==> src/rtl/uart_rx_fifo.sv <==
// UART 8N1 receiver with 16x oversampling, feeding a show-ahead byte FIFO and a level IRQ.
// Define UART_RX_PARITY_EN to add an even-parity bit between the data and stop bits.
module uart_rx_fifo #(
  parameter int BAUD_DIV = 651,
  parameter int FIFO_AW  = 3
) (
  input  logic             clk,
  input  logic             reset,
  input  logic             UART_RX,
  input  logic             rd,
  input  logic             clr_err,
  output logic [7:0]       rx_data,
  output logic             rx_valid,
  output logic [FIFO_AW:0] rx_count,
  output logic             overrun,
  output logic             frame_err,
  output logic             parity_err,
  output logic             irq
);
  localparam int DEPTH = 1 << FIFO_AW;
  localparam logic [15:0] DIV_M1 = 16'(BAUD_DIV - 1);
  localparam logic [FIFO_AW:0] FULL = (FIFO_AW + 1)'(DEPTH);
  localparam logic [FIFO_AW:0] CNT_ONE = (FIFO_AW + 1)'(1);
  localparam logic [FIFO_AW-1:0] PTR_ONE = FIFO_AW'(1);

  typedef enum logic [2:0] {S_IDLE, S_START, S_DATA, S_PARITY, S_STOP} state_t;

  state_t             state;
  logic               sync1, sync2, armed;
  logic [15:0]        tick_cnt;
  logic [3:0]         os_cnt;
  logic [2:0]         bit_cnt;
  logic [7:0]         shreg;
  logic [7:0]         mem [DEPTH];
  logic [FIFO_AW-1:0] wr_ptr, rd_ptr;
  logic               par_bad;
  logic               tick, smp15, start_go;
  logic               push_req, push, pop, frame_set, overrun_set, parity_set;

  // Pop handshake: a byte leaves on any edge where rd=1 and rx_valid=1; rd while empty is ignored.
  always_comb begin
    tick        = (tick_cnt == 16'd0);
    smp15       = tick && (os_cnt == 4'd15);
    start_go    = (state == S_IDLE) && armed && !sync2;
    push_req    = (state == S_STOP) && smp15 && sync2 && !par_bad;
    frame_set   = (state == S_STOP) && smp15 && !sync2;
    pop         = rd && (rx_count != '0);
    push        = push_req && ((rx_count != FULL) || pop);
    overrun_set = push_req && !push;
`ifdef UART_RX_PARITY_EN
    parity_set  = (state == S_PARITY) && smp15 && (^{shreg, sync2});
`else
    parity_set  = 1'b0;
`endif
  end

  always_ff @(posedge clk) begin
    if (!reset) begin
      sync1    <= 1'b1;
      sync2    <= 1'b1;
      tick_cnt <= '0;
    end else begin
      sync1 <= UART_RX;
      sync2 <= sync1;
      if (start_go || tick) tick_cnt <= DIV_M1;
      else                  tick_cnt <= tick_cnt - 16'd1;
    end
  end

  always_ff @(posedge clk) begin
    if (!reset) begin
      state   <= S_IDLE;
      armed   <= 1'b0;
      os_cnt  <= '0;
      bit_cnt <= '0;
      shreg   <= '0;
      par_bad <= 1'b0;
    end else begin
      if (tick) os_cnt <= os_cnt + 4'd1;
      case (state)
        S_IDLE: begin
          os_cnt <= '0;
          // A new start is only accepted after the line has been seen high once.
          if (sync2) armed <= 1'b1;
          else if (armed) begin
            state   <= S_START;
            armed   <= 1'b0;
            par_bad <= 1'b0;
          end
        end
        S_START: if (tick && os_cnt == 4'd7) begin
          os_cnt  <= '0;
          bit_cnt <= '0;
          state   <= sync2 ? S_IDLE : S_DATA;
        end
        S_DATA: if (smp15) begin
          shreg   <= {sync2, shreg[7:1]};
          bit_cnt <= bit_cnt + 3'd1;
`ifdef UART_RX_PARITY_EN
          if (bit_cnt == 3'd7) state <= S_PARITY;
`else
          if (bit_cnt == 3'd7) state <= S_STOP;
`endif
        end
`ifdef UART_RX_PARITY_EN
        S_PARITY: if (smp15) begin
          par_bad <= parity_set;
          state   <= S_STOP;
        end
`endif
        S_STOP: if (smp15) state <= S_IDLE;
        default: state <= S_IDLE;
      endcase
    end
  end

  always_ff @(posedge clk) begin
    if (!reset) begin
      wr_ptr   <= '0;
      rd_ptr   <= '0;
      rx_count <= '0;
      for (int i = 0; i < DEPTH; i++) mem[i] <= 8'h00;
    end else begin
      if (push) begin
        mem[wr_ptr] <= shreg;
        wr_ptr      <= wr_ptr + PTR_ONE;
      end
      if (pop) rd_ptr <= rd_ptr + PTR_ONE;
      case ({push, pop})
        2'b10:   rx_count <= rx_count + CNT_ONE;
        2'b01:   rx_count <= rx_count - CNT_ONE;
        default: rx_count <= rx_count;
      endcase
    end
  end

  // Sticky flags: a new error event wins over a simultaneous clear.
  always_ff @(posedge clk) begin
    if (!reset) begin
      overrun    <= 1'b0;
      frame_err  <= 1'b0;
      parity_err <= 1'b0;
    end else begin
      overrun    <= overrun_set | (overrun & ~clr_err);
      frame_err  <= frame_set | (frame_err & ~clr_err);
      parity_err <= parity_set | (parity_err & ~clr_err);
    end
  end

  assign rx_data  = mem[rd_ptr];
  assign rx_valid = (rx_count != '0);
  assign irq      = rx_valid;

endmodule

==> config.mk <==
export PLATFORM = sky130hd
export DESIGN_NAME = uart_rx_fifo
export DESIGN_NICKNAME = d
export VERILOG_FILES = /design/src/rtl/uart_rx_fifo.sv
export SDC_FILE = /design/constraint.sdc
export NUM_CORES = 1
export LEC_CHECK = 0
export ABC_AREA = 1
export BUFFER_PORTS_ARGS = -buffer_cell sky130_fd_sc_hd__buf_2
export CAP_MARGIN = 20
export CORE_ASPECT_RATIO = 1.1
export CORE_MARGIN = 2
export CORE_UTILIZATION = 40
export DETAILED_ROUTE_END_ITERATION = 8
export MAX_ROUTING_LAYER = met4
export SKIP_CTS_REPAIR_TIMING = 1
export SLEW_MARGIN = 0
export SYNTH_ARGS = -nofsm -noshare
export SYNTH_HDL_FRONTEND = slang
export SYNTH_SLANG_ARGS = --single-unit
==> constraint.sdc <==
create_clock -name clk -period 5.75 [get_ports clk]
set_input_delay 1.4375 -clock clk [delete_from_list [all_inputs] [get_ports clk]]
set_output_delay 1.4375 -clock clk [all_outputs]
set_load 0.05 [all_outputs]
==> results.toml, run 1 <==
[synthesis]
yosys.area_share.adder = 0.0251
synth_flop_cell = "edfxtp_1"
synth_top_family_by_area = "simple AND/OR/NAND/NOR gates"
synthArstFlopShare = 0
synthCells = 608
yosys.area_share.simple = 0.237
synth_edf_count = 64
synth_mux_area_frac = 0
synth_cell_type_count = 35
synth_warnings = 0
syn_avg_cell_area_sq_um = 8.68
ys_seq_elements = 117
yosysSeqAreaShare = 0.565
synthXorXnorAreaFrac = 0.0133
syn_area_sq_mm = 0.00528
synth_compound_area_frac = 0.107
synth_nets = 623

[clock_network]
cts_tree = "done"
cts_buffer_depth = 2
clock_latency_ns = 0.42
clkTransAtPathRegs_ns = 0.05
cts_max_level = 4
cts_made_buffers = 17
clk_root_buffer_cell = "clkbuf_16"
cts.sinks = 117

[critical_path]
crit_family = "buffers and inverters"
cp_max_fo = 33
required_ns = 4.31
worstPathCellList = "buf_4 -> inv_1 -> o21ai_0 -> o22ai_1 -> nor2_1 -> a31oi_1 -> buf_2"
critPathKind = "flip-flop to output pin"
crit_arrival_ns = 2.63
r2r_slack_ns = 3.18
critPathLaunchType = "flip-flop"
max_stage_delay_ns = 0.62
worstReg2RegStart = "tick_cnt[0]"
cp_slowest_cell = "inv_1"
crit_path_end_kind = "output pin"
critPathBufInv = 3

[power]
pwr_density_cell_mw_per_mm2 = 506
ir_worst_vdd_mv = 0.254
p_total_mw = 3.06
p_leak_nw = 2.25

[timing]
layout_setup_ws_ns = 1.68
slew_violations = 0
hold_violations = 0
slew_headroom = 0.471
worst_slew_pin_slew_ns = 0.792
finalSetupViolCount = 0
max_freq_ghz = 0.246
fin_worst_skew_ns = 0.00878
rsz0062_at_grt = "false"
period_needed_ns = 4.07
setup-tns-final_ns = 0
period_share = 0.707

[route]
vias = 4072
drt_first_pass_iters = 5
antenna_left = 0
drt_iter0_markers = 216
post_drt_via_cell_ratio = 5.05
routed_wirelength_mm = 11.9
drc = 0
post_drt_wl_per_cell_um = 14.8

[status]
outcome = "finished, final reports clean"

[finish]
antenna_cells = 0
fin_util = 0.464
fin_cells = 806
final_nets = 647
area_growth_pct = 14.6
final_common_cell = "nor2_1"
drive_above_1_share = 0.104
final_cell_mix = "180 x nor2_1, 64 x edfxtp_1, 63 x nand2_1"

[die]
boundaryPins = 22
floorplan.initialDensity = 0.405
die_x_um = 114
fp.dieH_um = 124
core_sq_mm = 0.0130
num_rows = 44
die_area_sq_mm = 0.0141

[global_routing]
grt_pass1_wl_mm = 19.7
grtUsageTotal = 0.186
grt_max_degree = 36
antenna_found_initial = 0
grt_pass1_vias = 4071
overflow = 0

[placed_design]
io_buffers = 21
post-place-ws_ns = 2.06
dp_hpwl_mm = 8.26
dp_cells = 774
globalplace.congestion = 0.865

[min_path]
hold_start = "tick_cnt[0]"
min_path_type = "flip-flop to flip-flop"

[flow_run]
max_cap_violations = 0
-- stage by stage --
stage | cell area, sq um | hold slack [ns]
after floorplan | 5280 | 0.393
after global placement | 5520 | 0.398
final | 6050 | 0.418
after CTS | 6050 | 0.420
after global routing | 6050 | 0.423
after detailed placement | 5520 | 0.408
-- layout make-up --
class | count | area, sq um
inverters | 55 | 206
clock inverters | 5 | 25.0
multi-input cells | 419 | 2020
flip-flops and latches | 117 | 2980
fillers | 1271 | 7000
repair buffers | 22 | 113
well taps | 161 | 201
clock buffers | 27 | 503
-- worst paths after layout --
kind / to / depth (start not counted)
worst max register to register: mem[1][2] / 10
worst max-delay path: rx_data[6] / 7
worst min-delay path: tick_cnt[0] / 1
worst min register to register: tick_cnt[0] / 1
-- state kept, by name, indices dropped and copies added (netlist names), named ones only --
register,cells
os_cnt,4
sync1,1
shreg,8
sync2,1
overrun,1
mem,64
state,3
bit_cnt,3
tick_cnt,16
rd_ptr,3
parity_err,1
rx_count,4
armed,1
wr_ptr,3
frame_err,1
-- cells in the mapped netlist (3+ instances only) --
master | count | area share
a21oi_1 | 29 | 0.027
a31oi_1 | 8 | 0.0095
clkbuf_1 | 14 | 0.010
clkinv_1 | 8 | 0.0057
dfxtp_1 | 53 | 0.20
edfxtp_1 | 64 | 0.36
ha_1 | 9 | 0.021
inv_1 | 47 | 0.033
nand2_1 | 63 | 0.045
nand2_2 | 5 | 0.0059
nand3_1 | 18 | 0.017
nand3_2 | 3 | 0.0057
nand4_1 | 3 | 0.0036
nor2_1 | 180 | 0.13
nor2_4 | 3 | 0.0064
nor3_1 | 10 | 0.0095
o21ai_0 | 55 | 0.052
o22ai_1 | 8 | 0.0095
or2_2 | 4 | 0.0047
xnor2_1 | 3 | 0.0050
xor2_1 | 5 | 0.0083
-- kinds of logic (layout without fill, tap and decap cells) --
kind of cell	Yosys count	count (layout)
compound gates	106	106
xor+xnor	8	8
fa+ha+maj	10	10
buf+inv	72	109
flops	117	117
simple gates	295	295
-- power breakdown --
part	leakage [nW]	switching, mW	total (mW)	internal (mW)
Clock	0.265	0.344	0.935	0.591
Sequential	1.04	0.0865	1.07	0.987
Combinational	0.950	0.746	1.05	0.306
Total	2.25	1.18	3.06	1.88
-- layer usage --
metal,vias up,wire (um),global-route usage
met5,-,0,-
met2,88,5830,0.298
met3,19,489,0.0482
met1,1895,5310,0.217
met4,0,305,0.0911
li1,2070,-,-
Note: power is estimated with default switching activity, not from simulation.
==> run 2: changes to the inputs <==
==> constraint.sdc (replaced) <==
create_clock -name clk -period 3.9 [get_ports clk]
set_input_delay 0.975 -clock clk [delete_from_list [all_inputs] [get_ports clk]]
set_output_delay 0.975 -clock clk [all_outputs]
set_load 0.05 [all_outputs]
==> run 2 against run 1 <==
Via count up 0.54%; cell count stayed put; clock power rose by 69%; core utilization rose by 0.57 points; critical endpoint is now rx_data[1]; non-clock buffer count up 1; power grew 54%; critical path type unchanged; flip-flop and latch count unchanged.
==> results.toml, run 2 (synthesized netlist as in run 1, its figures left out) <==
[global_routing]
grt_pass1_wl_mm = 19.4
grt_util_met1 = 0.234
grtUsageTotal = 0.180
grt_max_degree = 35
antenna_found_initial = 0
grtUsageMet3 = 0.0414
overflow = 0
top_usage_layer = "met2"
grt_pass1_vias = 3963
gr-usage-met2 = 0.268

[status]
outcome = "finished, final reports clean"

[critical_path]
reg2reg_to = "rx_count[3]"
required_ns = 2.92
crit_arrival_ns = 2.27
crit_path_end_kind = "output pin"
rr_worst_depth = 16
critPathKind = "flip-flop to output pin"
cp_max_fo = 32
r2r_slack_ns = 1.36
worstReg2RegStart = "tick_cnt[0]"
critPathLaunchType = "flip-flop"

[clock_network]
cts_buffer_depth = 2
cts_tree = "done"
clk_root_buffer_cell = "clkbuf_16"
cts_made_buffers = 17
cts_max_level = 4
cts.sinks = 117
clkTransAtPathRegs_ns = 0.05
clock_latency_ns = 0.41

[timing]
hold_violations = 0
fin_worst_skew_ns = 0.00680
max_freq_ghz = 0.308
period_needed_ns = 3.25
fin_hold_ws_ns = 0.411
finalSetupViolCount = 0
slew_violations = 0
rsz0062_at_grt = "false"
setup-tns-final_ns = 0
worst_slew_pin_slew_ns = 0.814
period_share = 0.833
slew_headroom = 0.457

[power]
intPower_mw = 2.96
clkPwrFrac = 0.335
netSwitchingFraction = 0.370
p_seq_frac = 0.338
p_leak_nw = 2.28
power_frac_comb = 0.327
switchingPower_mw = 1.74
pwr_density_cell_mw_per_mm2 = 767
ir_worst_vdd_mv = 0.452

[route]
routed_wirelength_mm = 11.7
post_drt_via_cell_ratio = 5.08
drt_first_pass_iters = 4
vias = 4094
antenna_left = 0
drt_iter0_markers = 350
post_drt_wl_per_cell_um = 14.5
drc = 0

[die]
core_sq_mm = 0.0130
fp.dieH_um = 124
die_area_sq_mm = 0.0141
boundaryPins = 22
die_x_um = 114
num_rows = 44
floorplan.initialDensity = 0.405

[finish]
largest_reg_flops = 64
top_register = "mem"
register_area_sq_mm = 0.00298
area_growth_pct = 16.0
final_common_cell = "nor2_1"
antenna_cells = 0
largestRegisters = "mem (64), tick_cnt (16), shreg (8)"
final_cell_mix = "180 x nor2_1, 64 x edfxtp_1, 63 x nand2_1"
drive_above_1_share = 0.105
n_fill_cell = 1246
multiInputGateArea_sq_mm = 0.00202
fin_util = 0.470
final_nets = 648

[placed_design]
dp_hpwl_mm = 8.13
io_buffers = 21
globalplace.congestion = 0.847

[flow_run]
max_cap_violations = 0

[min_path]
holdPathStages = 1
hold_end = "tick_cnt[0]"
min_path_type = "flip-flop to flip-flop"
hold_start = "tick_cnt[0]"
## run 2: area by class of cell
type | count | area share
inverter | 55 | 0.0337
multi-input combinational | 419 | 0.330
sequential | 117 | 0.487
clock buffer | 19 | 0.0707
clock inverter | 12 | 0.0263
tap | 161 | 0.0329
timing repair buffer | 23 | 0.0196
## run 2: worst max-delay path by stage
| stage | cells after the start | startpoint | end |
|---|---|---|---|
| floorplan | 6 | flip-flop | rx_data[5] |
| global placement | 6 | flip-flop | rx_data[6] |
| detailed placement | 6 | flip-flop | rx_data[1] |
| CTS | 6 | flip-flop | rx_data[1] |
| global route | 6 | flip-flop | rx_data[1] |
| finish | 6 | flip-flop | rx_data[1] |
## run 2: routing by layer
| metal | up-vias | share of wire | routed length [um] |
|---|---|---|---|
| li1 | 2079 | - | - |
| met2 | 102 | 0.46 | 5390 |
| met3 | 26 | 0.040 | 463 |
| met5 | - | 0 | 0 |
| met4 | 0 | 0.027 | 318 |
| met1 | 1887 | 0.47 | 5490 |
## run 2: metrics by stage
stage / total power, mW / cell area [sq um] / worst slack [ns] / std cells
finish: 4.70 / 6130 / 0.651 / 806
CTS: 4.72 / 6130 / 0.677 / 806
global placement: 3.10 / 5530 / 1.14 / 775
floorplan: 2.82 / 5280 / 1.11 / 608
global route: 4.98 / 6130 / 0.449 / 806
detailed placement: 3.14 / 5530 / 1.12 / 775
## run 2: worst max-delay path, stage by stage, from the launching register on
cell	delay, ns
dfxtp_1	0.32
inv_1	0.59
o21ai_0	0.20
o22ai_1	0.23
nor2_1	0.09
a31oi_1	0.15
buf_2	0.28
## run 2: power by group through the flow
stage	Clock (mW)	Sequential (mW)	Combinational (mW)
final	1.58	1.59	1.54
after global placement	0	1.60	1.50
after floorplan	0	1.63	1.19
after global routing	1.65	1.61	1.72
after CTS	1.59	1.59	1.54
after detailed placement	0	1.61	1.53
